**src/rtl/cnf_skolem_search.sv**
```systemverilog
// ============================================================================
// Module   : cnf_skolem_search
// Purpose  : Runtime-loadable CNF Skolem-witness search. Latches x, scans y
//            upward one candidate per cycle, stops on the first satisfying y.
// Revision : 1.0  initial release
// ============================================================================
`default_nettype none

module cnf_skolem_search #(
    parameter int NX = 2,
    parameter int NY = 2,
    parameter int NC = 8,
    localparam int NV = NX + NY,
    localparam int AW = $clog2(NC)
) (
    input  logic          clk,
    input  logic          rst,
    input  logic          cl_we,
    input  logic [AW-1:0] cl_addr,
    input  logic [NV-1:0] cl_pos,
    input  logic [NV-1:0] cl_neg,
    input  logic          cl_clr,
    input  logic          start,
    input  logic [NX-1:0] x_in,
    output logic          busy,
    output logic          done,
    output logic          found,
    output logic [NY-1:0] y_out
);

    typedef enum logic [1:0] {
        S_IDLE   = 2'd0,
        S_SEARCH = 2'd1,
        S_DONE   = 2'd2
    } state_t;

    state_t        r_state;
    state_t        w_state_nxt;

    logic [NX-1:0] r_x;
    logic [NY-1:0] r_cand;
    logic          r_found;
    logic [NY-1:0] r_y;

    logic [NC-1:0] r_valid;
    logic [NV-1:0] r_pos [NC];
    logic [NV-1:0] r_neg [NC];

    logic [NV-1:0] w_v;
    logic [NC-1:0] w_clause_sat;
    logic          w_sat;
    logic          w_last;
    logic          w_store_open;
    logic          w_wr;

    logic          w_launch;
    logic          w_hit;
    logic          w_miss;
    logic          w_step;

    // Store is frozen while a search runs; a clear always beats a write.
    assign w_store_open = (r_state != S_SEARCH);
    assign w_wr         = w_store_open && cl_we && !cl_clr && (int'(cl_addr) < NC);

    always_ff @(posedge clk) begin
        if (rst) begin
            r_valid <= '0;
        end else if (w_store_open && cl_clr) begin
            r_valid <= '0;
        end else if (w_wr) begin
            r_valid[cl_addr] <= 1'b1;
        end
    end

    always_ff @(posedge clk) begin
        if (w_wr) begin
            r_pos[cl_addr] <= cl_pos;
            r_neg[cl_addr] <= cl_neg;
        end
    end

    assign w_v = {r_cand, r_x};

    generate
        for (genvar c = 0; c < NC; c++) begin : g_clause
            assign w_clause_sat[c] = !r_valid[c] || (|((r_pos[c] & w_v) | (r_neg[c] & ~w_v)));
        end
    endgenerate

    assign w_sat  = &w_clause_sat;
    assign w_last = (r_cand == {NY{1'b1}});

    always_ff @(posedge clk) begin
        if (rst) begin
            r_state <= S_IDLE;
        end else begin
            r_state <= w_state_nxt;
        end
    end

    always_comb begin
        w_state_nxt = r_state;
        w_launch    = 1'b0;
        w_hit       = 1'b0;
        w_miss      = 1'b0;
        w_step      = 1'b0;
        case (r_state)
            S_IDLE: begin
                if (start) begin
                    w_launch    = 1'b1;
                    w_state_nxt = S_SEARCH;
                end
            end
            S_SEARCH: begin
                if (w_sat) begin
                    w_hit       = 1'b1;
                    w_state_nxt = S_DONE;
                end else if (w_last) begin
                    w_miss      = 1'b1;
                    w_state_nxt = S_DONE;
                end else begin
                    w_step      = 1'b1;
                end
            end
            S_DONE: begin
                if (start) begin
                    w_launch    = 1'b1;
                    w_state_nxt = S_SEARCH;
                end else begin
                    w_state_nxt = S_IDLE;
                end
            end
            default: w_state_nxt = S_IDLE;
        endcase
    end

    always_ff @(posedge clk) begin
        if (rst) begin
            r_x     <= '0;
            r_cand  <= '0;
            r_found <= 1'b0;
            r_y     <= '0;
        end else if (w_launch) begin
            r_x     <= x_in;
            r_cand  <= '0;
            r_found <= 1'b0;
            r_y     <= '0;
        end else if (w_hit) begin
            r_found <= 1'b1;
            r_y     <= r_cand;
        end else if (w_miss) begin
            r_found <= 1'b0;
            r_y     <= '0;
        end else if (w_step) begin
            r_cand  <= r_cand + 1'b1;
        end
    end

    assign busy  = (r_state == S_SEARCH);
    assign done  = (r_state == S_DONE);
    assign found = r_found;
    assign y_out = r_y;

endmodule

`default_nettype wire
```
**config.mk**
```make
export PLATFORM = sky130hd
export DESIGN_NAME = cnf_skolem_search
export DESIGN_NICKNAME = d
export VERILOG_FILES = /design/src/rtl/cnf_skolem_search.sv
export SDC_FILE = /design/constraint.sdc
export NUM_CORES = 1
export LEC_CHECK = 0
export CAP_MARGIN = 20
export CORE_UTILIZATION = 55
export DETAILED_ROUTE_END_ITERATION = 7
export DONT_BUFFER_PORTS = 1
export PLACE_DENSITY = 0.7
export SYNTH_ARGS = -nofsm -noshare
export SYNTH_HDL_FRONTEND = slang
export SYNTH_SLANG_ARGS = --single-unit
```
**constraint.sdc**
```tcl
create_clock -name clk -period 2.42 [get_ports clk]
set_input_delay 0.484 -clock clk [delete_from_list [all_inputs] [get_ports clk]]
set_output_delay 0.484 -clock clk [all_outputs]
set_load 0.02 [all_outputs]
```
==> results of run 1 <==
[power breakdown]
part | internal, mW | total, mW | switching, mW
Clock | 0.476 | 0.951 | 0.476
Sequential | 1.52 | 1.53 | 0.0121
Combinational | 0.0313 | 0.0703 | 0.0390
Total | 2.02 | 2.55 | 0.527
[cell families after synthesis]
kind of cell             after synthesis
AO/OA/AOI/OAI                         17
adder cells (fa/ha/maj)                1
buffers and inverters                  6
flip-flops                            81
AND/OR/NAND/NOR                       53
multiplexers                          36
[through the flow]
stage | utilization | hold slack, ns | instance area [sq um] | power [mW] | setup slack, ns
2_1_floorplan | - | 0.440 | 3130 | 1.61 | 0.235
3_3_place_gp | 0.592 | 0.446 | 3260 | 1.63 | 0.381
3_5_place_dp | 0.592 | 0.453 | 3260 | 1.63 | 0.290
4_1_cts | 0.626 | 0.192 | 3450 | 2.55 | 0.243
5_1_grt | 0.626 | 0.193 | 3450 | 2.61 | 0.137
6_report | 0.626 | 0.199 | 3450 | 2.55 | 0.272
[per-layer routing]
layer	vias to the layer above	GRT usage
met4	0	0.126
li1	779	-
met1	805	0.284
met5	-	0
met3	16	0.0435
met2	68	0.330
[worst max-delay path, stage by stage (launching register included)]
cell and delay [ns]:
dfxtp_1 0.73, mux2i_1 0.32, and3_1 0.19, nand3_1 0.09
and4_4 0.19, a211oi_4 0.31, mux2i_1 0.24
[state kept, by name, indices dropped and copies added, names as in the netlist]
name     cells
r_x          2
r_cand       2
found        1
r_neg       32
y_out        2
r_state      2
r_valid      8
r_pos       32
[cells in the mapped netlist, drive strengths merged, types with 2 or more instances]
cell | number | area share
and3 | 8 | 0.016
nand3 | 8 | 0.014
nand2 | 7 | 0.0084
o21ai | 2 | 0.0032
dfxtp | 17 | 0.11
o21a | 8 | 0.019
nor2b | 4 | 0.0080
edfxtp | 64 | 0.61
nor3 | 3 | 0.0048
buf | 4 | 0.014
a21oi | 2 | 0.0032
nand2b | 3 | 0.0084
nand4 | 4 | 0.0080
and4 | 2 | 0.0072
a31oi | 2 | 0.0040
nor2 | 10 | 0.012
mux2i | 36 | 0.12
[worst max-delay path by stage]
stage,cells past startpoint,start,endpoint
finish,6,r_x[1],r_cand[0]
CTS,6,r_x[1],r_cand[0]
detailed placement,6,r_x[1],r_cand[0]
global route,6,r_x[1],r_cand[0]
floorplan,4,r_state[1],r_neg[0][0]
global placement,6,r_x[1],r_cand[0]
[cell type report]
type	instances	area (sq um)
Tap cell	72	90.1
Sequential cell	81	2260
Clock inverter	5	56.3
Fill cell	413	2060
Timing Repair Buffer	12	90.1
Clock buffer	11	131
Multi-Input combinational cell	107	813
Inverter	1	3.75
==> results.sh, run 1 <==
export IMPL_status="complete, no violations"
export IMPL_gr_total_overflow=0
export IMPL_rrSetupSlack_ns=0.27
export IMPL_post_route_period_util=0.888
export IMPL_synth_ff_type="edfxtp_1"
export IMPL_dieArea_sq_um=5990
export IMPL_via_per_inst=5.77
export IMPL_ys_ff_latch=81
export IMPL_grt_total_usage=0.215
export IMPL_place_inst=273
export IMPL_ys_types=29
export IMPL_final_min_clock_period_ns=2.15
export IMPL_clk_latency_ns=0.35
export IMPL_wl_met1_microns=2540
export IMPL_hold_path_depth=1
export IMPL_p_leak_nw=1.14
export IMPL_cts_root_buf="clkbuf_8"
export IMPL_rr_worst_depth=6
export IMPL_cts_setup_buffers=0
export IMPL_cts_clk_slew_worst_paths_ns=0.08
export IMPL_cp_arrival_ns=2.42
export IMPL_synth_cells=194
export IMPL_stdcell_count=289
export IMPL_drive_gt1_frac=0.157
export IMPL_rsz0062_at_grt="no"
export IMPL_start_util=0.568
export IMPL_clk_path_buf_depth=2
export IMPL_synth_edff_count=64
export IMPL_port_buffers=0
export IMPL_drt_iter0_markers=114
export IMPL_synthSimpleGateAreaFrac=0.0988
export IMPL_cap_viol_max_count=0
export IMPL_dieWidth_microns=77.4
export IMPL_top_layer_used="met4"
export IMPL_ys_seq_area_frac=0.723
export IMPL_antenna_found_initial=0
export IMPL_powerDensity_nw_per_um2=740
export IMPL_finClkSkew_ns=0.0115
export IMPL_required_ns=2.69
export IMPL_synth_compound_area_share=0.0420
export IMPL_finalHoldViolCount=0
export IMPL_cts_hold_buffers=0
export IMPL_drtPass1Iterations=4
export IMPL_start_kind="flip-flop"
export IMPL_min_from="rst"
export IMPL_critPathMaxFanout=9
export IMPL_synth_xor_area_share=0
export IMPL_synth_fa_ha_area_frac=0.00400
export IMPL_maxClockFrequency_ghz=0.465
export IMPL_vias=1668
export IMPL_coreArea_sq_um=5510
export IMPL_cts_tree="yes"
export IMPL_finalSetupTns_ns=0
export IMPL_max_slew_worst_pin_slew_ns=0.741
export IMPL_num_rows=27
export IMPL_totalWireLength_microns=5910
export IMPL_syn_num_nets=213
export IMPL_netlist_area_sq_um=3130
export IMPL_layout_commonest_cell="edfxtp_1"
export IMPL_io_pins=23
export IMPL_grt_pass1_wl_microns=9030
export IMPL_grt_max_degree=14
export IMPL_synthMuxAreaShare=0.115
export IMPL_synth_top_family_by_area="multiplexers"
export IMPL_cts_made_buffers=9
export IMPL_end_kind="flip-flop"
export IMPL_clock_sinks=81
export IMPL_die_h_microns=77.4
export IMPL_path_class="reg -> reg"
export IMPL_reg2reg_to="r_cand[0]"
export IMPL_route_met3_wl_microns=455
export IMPL_grt_pass1_vias=1684
export IMPL_slew_viol_final=0
export IMPL_syn2layout_area_growth_pct=10.2
export IMPL_antenna_left=0
export IMPL_finalSetupViolations=0
export IMPL_worstReg2RegStart="r_x[1]"
export IMPL_hold_class="in -> reg"
export IMPL_drc=0
export IMPL_gp_congestion=0.861
export IMPL_diodes=0
export IMPL_hold_path_end="r_x[1]"
export IMPL_slew_headroom=0.506
export IMPL_met2_length_microns=2730
export IMPL_peakVddDrop_uv=528
export IMPL_ys_warn_count=0
export IMPL_wl_per_cell_microns=20.4
export IMPL_final_cell_mix="edfxtp_1 (64), mux2i_1 (36), dfxtp_1 (17), buf_4 (12), nor2_1 (10)"
export IMPL_synth_async_reset_ratio=0
export IMPL_cts_resized=0
export IMPL_dp_hpwl_microns=3960
export IMPL_synth_area_per_cell_sq_um=16.1
export IMPL_htree_levels=3
export IMPL_finalNetCount=231
Note: power is estimated with default switching activity, not from simulation.
==> run 2: changes to the inputs <==
- SLEW_MARGIN: unset -> 20
==> results of run 2 <==
Final layout, timing and power as in run 1 (identical DEF).
